$ cat src/rtl/dvb_s2x_dec_frame_mux_pkg.sv
// Shared definitions for the DVB-S2/S2X decoder frame multiplexer:
// FSM state encoding, channel-index width rule and the round-robin search.
package dvb_s2x_dec_frame_mux_pkg;

  // Largest channel count the round-robin search supports.
  localparam int cMAX_CHAN = 16;

  // Width of the channel tag carried on m_axis_tid.
  localparam int cTID_W = 8;

  // Frame FSM state encoding.
  typedef logic [1:0] state_t;
  localparam state_t ST_IDLE  = 2'd0;
  localparam state_t ST_PASS  = 2'd1;
  localparam state_t ST_DRAIN = 2'd2;

  // Channel index width: clog2 of the channel count, never below one bit.
  function automatic int chan_w(input int n);
    return (n < 2) ? 1 : $clog2(n);
  endfunction

  // First requesting channel searching upward from (last+1) mod n.
  // Returns last unchanged when nothing requests; callers gate on |req.
  function automatic logic [3:0] rr_next(input logic [15:0] req,
                                         input logic [3:0]  last,
                                         input int          n);
    logic       found;
    logic [4:0] idx;
    found   = 1'b0;
    rr_next = last;
    for (int i = 1; i <= cMAX_CHAN; i++) begin
      if (i <= n && !found) begin
        idx = 5'(last) + 5'(i);
        if (idx >= 5'(n)) idx = idx - 5'(n);
        if (req[idx[3:0]]) begin
          found   = 1'b1;
          rr_next = idx[3:0];
        end
      end
    end
  endfunction

endpackage

$ cat src/rtl/dvb_s2x_axis_skid.sv
// Two-entry AXI-stream skid buffer with registered outputs.
// Handshake: a word moves on a cycle where valid and ready are both high;
// the producer must only assert in_valid when full is low, and the buffer
// holds out_valid/out_data stable while out_ready is low.
module dvb_s2x_axis_skid #(
  parameter int pW = 8
) (
  input  logic          clk,
  input  logic          rst_n,
  input  logic          in_valid,
  input  logic [pW-1:0] in_data,
  output logic          full,
  output logic          empty,
  output logic          out_valid,
  output logic [pW-1:0] out_data,
  input  logic          out_ready
);

  logic [1:0]    cnt;
  logic [pW-1:0] skid_data;
  logic          pop;

  assign pop   = out_valid && out_ready;
  assign full  = (cnt == 2'd2);
  assign empty = (cnt == 2'd0);

  // Occupancy tracking: the output register is the head, skid_data the second entry.
  always_ff @(posedge clk or negedge rst_n) begin
    if (!rst_n) begin
      cnt       <= 2'd0;
      out_valid <= 1'b0;
      out_data  <= '0;
      skid_data <= '0;
    end else begin
      case (cnt)
        2'd0: begin
          if (in_valid) begin
            out_data  <= in_data;
            out_valid <= 1'b1;
            cnt       <= 2'd1;
          end
        end
        2'd1: begin
          if (in_valid && pop) begin
            out_data <= in_data;
          end else if (in_valid) begin
            skid_data <= in_data;
            cnt       <= 2'd2;
          end else if (pop) begin
            out_valid <= 1'b0;
            cnt       <= 2'd0;
          end
        end
        default: begin
          if (pop) begin
            out_data <= skid_data;
            cnt      <= 2'd1;
          end
        end
      endcase
    end
  end

endmodule

$ cat src/rtl/dvb_s2x_dec_frame_mux.sv
// Frame-level N-channel AXI-stream multiplexer feeding the decoder input.
// Round-robin grant at frame boundaries, lock until tlast, channel tag on
// tid, truncation of over-long frames with the remainder drained.
// Handshake: every s_axis/m_axis word transfers on a cycle where its valid
// and ready are both high; at most one s_axis_tready bit is ever high.
module dvb_s2x_dec_frame_mux
  import dvb_s2x_dec_frame_mux_pkg::*;
#(
  parameter int pN_CHAN  = 4,
  parameter int pDAT_W   = 32,
  parameter int pUSER_W  = 18,
  parameter int pDEST_W  = 4,
  parameter int pMAX_LEN = 4096
) (
  input  logic                        iclk,
  input  logic                        iresetn,
  input  logic [pN_CHAN-1:0]          s_axis_tvalid,
  input  logic [pN_CHAN*pDAT_W-1:0]   s_axis_tdata,
  input  logic [pN_CHAN-1:0]          s_axis_tlast,
  input  logic [pN_CHAN*pDEST_W-1:0]  s_axis_tdest,
  input  logic [pN_CHAN*pUSER_W-1:0]  s_axis_tuser,
  output logic [pN_CHAN-1:0]          s_axis_tready,
  input  logic                        m_axis_tready,
  output logic                        m_axis_tvalid,
  output logic [pDAT_W-1:0]           m_axis_tdata,
  output logic                        m_axis_tlast,
  output logic [cTID_W-1:0]           m_axis_tid,
  output logic [pDEST_W-1:0]          m_axis_tdest,
  output logic [pUSER_W-1:0]          m_axis_tuser,
  output logic                        obusy,
  output logic                        oframe_done,
  output logic [cTID_W-1:0]           oframe_chan,
  output logic                        oframe_trunc,
  output logic [1:0]                  dbg_state
);

  localparam int cCHAN_W = chan_w(pN_CHAN);
  localparam int cCNT_W  = $clog2(pMAX_LEN + 1);
  localparam int cPKT_W  = 1 + cTID_W + pDEST_W + pUSER_W + pDAT_W;

  state_t               state;
  logic [cCHAN_W-1:0]   grant;
  logic [cCHAN_W-1:0]   last_grant;
  logic [cCHAN_W-1:0]   rr_grant;
  logic [cCNT_W-1:0]    wcnt;

  logic                 sel_valid;
  logic                 sel_last;
  logic [pDAT_W-1:0]    sel_data;
  logic [pDEST_W-1:0]   sel_dest;
  logic [pUSER_W-1:0]   sel_user;

  logic                 buf_full;
  logic                 buf_empty;
  logic                 accept;
  logic                 push;
  logic                 at_limit;
  logic [cPKT_W-1:0]    push_data;
  logic [cPKT_W-1:0]    pop_data;

  // Mux the granted channel's stream fields onto the internal select bus.
  always_comb begin
    sel_valid = 1'b0;
    sel_last  = 1'b0;
    sel_data  = '0;
    sel_dest  = '0;
    sel_user  = '0;
    for (int k = 0; k < pN_CHAN; k++) begin
      if (grant == cCHAN_W'(k)) begin
        sel_valid = s_axis_tvalid[k];
        sel_last  = s_axis_tlast[k];
        sel_data  = s_axis_tdata[k*pDAT_W +: pDAT_W];
        sel_dest  = s_axis_tdest[k*pDEST_W +: pDEST_W];
        sel_user  = s_axis_tuser[k*pUSER_W +: pUSER_W];
      end
    end
  end

  // Only the granted channel sees ready: gated by buffer space in PASS, always open in DRAIN.
  always_comb begin
    s_axis_tready = '0;
    for (int k = 0; k < pN_CHAN; k++) begin
      if (grant == cCHAN_W'(k)) begin
        s_axis_tready[k] = ((state == ST_PASS) && !buf_full) || (state == ST_DRAIN);
      end
    end
  end

  assign accept    = |(s_axis_tvalid & s_axis_tready);
  assign at_limit  = (wcnt == cCNT_W'(pMAX_LEN - 1));
  assign push      = accept && (state == ST_PASS);
  assign push_data = {sel_last | at_limit, cTID_W'(grant), sel_dest, sel_user, sel_data};
  assign rr_grant  = cCHAN_W'(rr_next(16'(s_axis_tvalid), 4'(last_grant), pN_CHAN));

  // Frame FSM: arbitrate in IDLE, forward in PASS, discard the overflow tail in DRAIN.
  always_ff @(posedge iclk or negedge iresetn) begin
    if (!iresetn) begin
      state        <= ST_IDLE;
      grant        <= '0;
      last_grant   <= cCHAN_W'(pN_CHAN - 1);
      wcnt         <= '0;
      oframe_done  <= 1'b0;
      oframe_trunc <= 1'b0;
      oframe_chan  <= '0;
    end else begin
      oframe_done  <= 1'b0;
      oframe_trunc <= 1'b0;
      case (state)
        ST_IDLE: begin
          if (|s_axis_tvalid) begin
            grant <= rr_grant;
            state <= ST_PASS;
          end
        end
        ST_PASS: begin
          if (accept) begin
            if (sel_last) begin
              oframe_done <= 1'b1;
              oframe_chan <= cTID_W'(grant);
              last_grant  <= grant;
              wcnt        <= '0;
              state       <= ST_IDLE;
            end else if (at_limit) begin
              oframe_done  <= 1'b1;
              oframe_trunc <= 1'b1;
              oframe_chan  <= cTID_W'(grant);
              wcnt         <= wcnt + 1'b1;
              state        <= ST_DRAIN;
            end else begin
              wcnt <= wcnt + 1'b1;
            end
          end
        end
        ST_DRAIN: begin
          if (accept && sel_last) begin
            last_grant <= grant;
            wcnt       <= '0;
            state      <= ST_IDLE;
          end
        end
        default: state <= ST_IDLE;
      endcase
    end
  end

  dvb_s2x_axis_skid #(
    .pW (cPKT_W)
  ) u_skid (
    .clk       (iclk),
    .rst_n     (iresetn),
    .in_valid  (push),
    .in_data   (push_data),
    .full      (buf_full),
    .empty     (buf_empty),
    .out_valid (m_axis_tvalid),
    .out_data  (pop_data),
    .out_ready (m_axis_tready)
  );

  assign {m_axis_tlast, m_axis_tid, m_axis_tdest, m_axis_tuser, m_axis_tdata} = pop_data;
  assign obusy     = (state != ST_IDLE) || !buf_empty;
  assign dbg_state = state;

endmodule

$ cat config.mk
export PLATFORM = sky130hd
export DESIGN_NAME = dvb_s2x_dec_frame_mux
export DESIGN_NICKNAME = d
export VERILOG_FILES = /design/src/rtl/dvb_s2x_dec_frame_mux_pkg.sv /design/src/rtl/dvb_s2x_axis_skid.sv /design/src/rtl/dvb_s2x_dec_frame_mux.sv
export SDC_FILE = /design/constraint.sdc
export NUM_CORES = 1
export LEC_CHECK = 0
export CAP_MARGIN = 20
export CORE_MARGIN = 4
export CORE_UTILIZATION = 55
export CTS_CLUSTER_DIAMETER = 60
export DETAILED_ROUTE_END_ITERATION = 12
export DONT_BUFFER_PORTS = 1
export PLACE_DENSITY = 0.7
export SLEW_MARGIN = 20
export SYNTH_ARGS = -nofsm -noshare
export SYNTH_HDL_FRONTEND = slang
export SYNTH_HIERARCHICAL = 1
export SYNTH_SLANG_ARGS = --single-unit
$ cat constraint.sdc
create_clock -name iclk -period 5.8 [get_ports iclk]
set_input_delay 0.87 -clock iclk [delete_from_list [all_inputs] [get_ports iclk]]
set_output_delay 0.87 -clock iclk [all_outputs]
set_load 0.05 [all_outputs]
==> flow_metrics.env <==
export IMPL_cp_start_kind="flip-flop"
export IMPL_dp_final_hpwl_um=13000
export IMPL_clk_latency_ns=0.41
export IMPL_post_place_ws_ns=2.12
export IMPL_clock_sinks=152
export IMPL_cp_num_cells=7
export IMPL_critPathKind="flip-flop to flip-flop"
export IMPL_worstPathMaxFanout=46
export IMPL_synth_async_reset_ratio_pct=100
export IMPL_finalNetCount=818
export IMPL_crit_path_frequent_cell="nor2_1"
export IMPL_die_x_um=132
export IMPL_clock_skew_ns=0.00752
export IMPL_yosys_warnings=6
export IMPL_clk_path_buf_depth=2
export IMPL_ant_nets=0
export IMPL_ff2ff_setup_slack_ns=2.17
export IMPL_rsz0062_at_grt="false"
export IMPL_timing_rr_start="dbg_state[0]"
export IMPL_htree_num_levels=4
export IMPL_ir_drop_uv=319
export IMPL_hp_class="input port to async pin"
export IMPL_timing_final_ws_setup_ns=2.17
export IMPL_antenna_found_initial=1
export IMPL_ff2ff_path_depth=7
export IMPL_cts_resized_gates=0
export IMPL_powerDensity_mw_per_mm2=654
export IMPL_ios=308
export IMPL_holdWs_ns=0.150
export IMPL_synth_area_top_cells="dfrtp_1 45%, mux2_2 20%, mux4_2 15%, mux2_1 6.2%, buf_2 1.1%"
export IMPL_grt_pass1_wl_um=30000
export IMPL_status="finished, final reports clean"
export IMPL_routed_wirelength_um=18700
export IMPL_worstSetupEndpointType="flip-flop"
export IMPL_synth_seq_cells=152
export IMPL_layout_drive_gt1_share_pct=43.0
export IMPL_slew_viol_final=0
export IMPL_path_cells="nor3b_1, o21ai_2, nor2_1, nor2_1, a21oi_4, buf_4, mux2_2"
export IMPL_reg2reg_to="u_skid/out_data[11]"
export IMPL_rows=44
export IMPL_p_leak_nw=3.79
export IMPL_cp_slowest_stage_delay_ns=0.71
export IMPL_crit_end="u_skid/out_data[11]"
export IMPL_cts_buffers=17
export IMPL_cp_required_ns=6.09
export IMPL_clk_pin_slew_worst_paths_ns=0.06
export IMPL_drc_errors=0
export IMPL_cpMaxStageDelayCell="dfrtp_1"
export IMPL_cap_violations=0
export IMPL_ys_seq_area_share_pct=45.3
export IMPL_synth_ff_type="dfrtp_1"
export IMPL_worstPathBufferInverterCount=1
export IMPL_cts_setup_buffers=0
export IMPL_grt_pass1_vias=5507
export IMPL_wl_per_cell_um=23.8
export IMPL_core_area_mm2=0.0148
export IMPL_fin_crit_ns=3.63
export IMPL_synth_top_area_cell="dfrtp_1"
export IMPL_finalSetupViolations=0
export IMPL_max_slew_worst_pin_slew_ns=0.999
export IMPL_synthCells=590
export IMPL_start_util_pct=57.0
export IMPL_crit_family="compound AO/OA/AOI/OAI gates"
export IMPL_gp_congestion=0.829
export IMPL_cts_root_buf="clkbuf_16"
export IMPL_crit_start="dbg_state[0]"
export IMPL_avgSynthCellArea_um2=14.3
export IMPL_via_count=5053
export IMPL_fin_crit_sh_pct=62.7
export IMPL_final_cell_mix="151 x mux2_2, 147 x dfrtp_1, 57 x mux4_2, 46 x mux2_1, 21 x nand2_1"
export IMPL_avgViaCountPerCell=6.45
export IMPL_synth_area_mm2=0.00841
export IMPL_tns_ns=0
export IMPL_max_freq_mhz=275
export IMPL_dieArea_mm2=0.0173
export IMPL_firstDrtPassIters=5
export IMPL_die_h_um=132
export IMPL_cts_hold_buf=0
export IMPL_area_growth_pct=8.99
export IMPL_cp_arrival_ns=3.93
export IMPL_synth_edf_count=0
export IMPL_portBuffers=0
export IMPL_drtIter0Drc=225
export IMPL_grt_max_degree=153
export IMPL_synth_top_area_share_pct=44.6
export IMPL_hold_violations=0
export IMPL_final_common_cell="mux2_2"
export IMPL_cts_tree="built"
export IMPL_track_usage_pct=21.5
export IMPL_grt_overflow_total=0
export IMPL_max_slew_margin_pct=32.5
export IMPL_synth_cell_types=52
==> per-stage QoR <==
step / std cells / cell area [um^2] / power, W / utilization [%]
4_1_cts: 782 / 9160 / 0.00606 / 62.1
3_3_place_gp: 750 / 8510 / 0.00471 / 57.7
5_1_grt: 783 / 9170 / 0.00634 / 62.1
2_1_floorplan: 607 / 8470 / 0.00441 / -
6_report: 783 / 9170 / 0.00599 / 62.1
3_5_place_dp: 750 / 8510 / 0.00483 / 57.7
==> worst min-delay path by stage <==
stage	end	cells after the start	slack (ns)
4_1_cts	u_skid/skid_data[35]	0	0.13
6_report	u_skid/skid_data[35]	0	0.15
2_1_floorplan	wcnt[11]	1	0.44
3_5_place_dp	wcnt[11]	1	0.47
3_3_place_gp	wcnt[11]	1	0.46
5_1_grt	u_skid/skid_data[35]	0	0.12
==> area by class of cell <==
type	instances	area (um^2)
clock inverter	11	195
fill	1098	5590
inverter	5	18.8
clock buffer	21	460
tap	184	230
multi-input combinational	405	4420
sequential	152	3810
timing repair buffer	4	30.0
antenna	1	2.50
==> registers in the layout, indices dropped and copies added, names as in the netlist <==
register and cells:
u_skid/out_data 63, u_skid/skid_data 63, wcnt 13, dbg_state 2
grant 2, last_grant 2, oframe_chan 2, u_skid/cnt 2
oframe_done 1, oframe_trunc 1, u_skid/out_valid 1
==> synth_stat cells (all sizes together), types with 2 or more instances <==
library cell	n
dfstp	2
o221ai	2
or3	2
nand2	21
mux2	197
or2	4
mux2i	4
clkbuf	9
nor3	7
nand3	8
o22a	3
ha	6
nor2	12
buf	36
o21ai	17
dfrtp	150
mux4	57
a21oi	12
inv	5
nand2b	3
nor2b	6
nor3b	3
a31oi	3
o31ai	5
==> where the power goes <==
group          leakage [nW]  internal, W  switching, W
Sequential             1.87      0.00153       0.00117
Combinational          1.62      0.00117      0.000909
Clock                 0.309     0.000787      0.000426
Total                  3.79      0.00349       0.00251
==> logic make-up after synthesis <==
kind of cell	after synthesis	share of synthesized area, %
multiplexers	258	42.1
flip-flops	152	45.3
AND/OR/NAND/NOR	72	4.49
AO/OA/AOI/OAI	50	3.96
buffers and inverters	50	3.14
adder cells (fa/ha/maj)	6	0.893
other	1	0.0446
XOR/XNOR	1	0.104
==> metal layers <==
| layer | global-route usage (%) | share of wire (%) | vias up |
|---|---|---|---|
| met5 | 0 | 0 | - |
| met4 | 5.83 | 1.2 | 0 |
| met3 | 6.61 | 7.7 | 21 |
| met2 | 38.7 | 54 | 222 |
| met1 | 25.1 | 37 | 2598 |
| li1 | - | - | 2212 |
(Power assumes the default switching activity.)
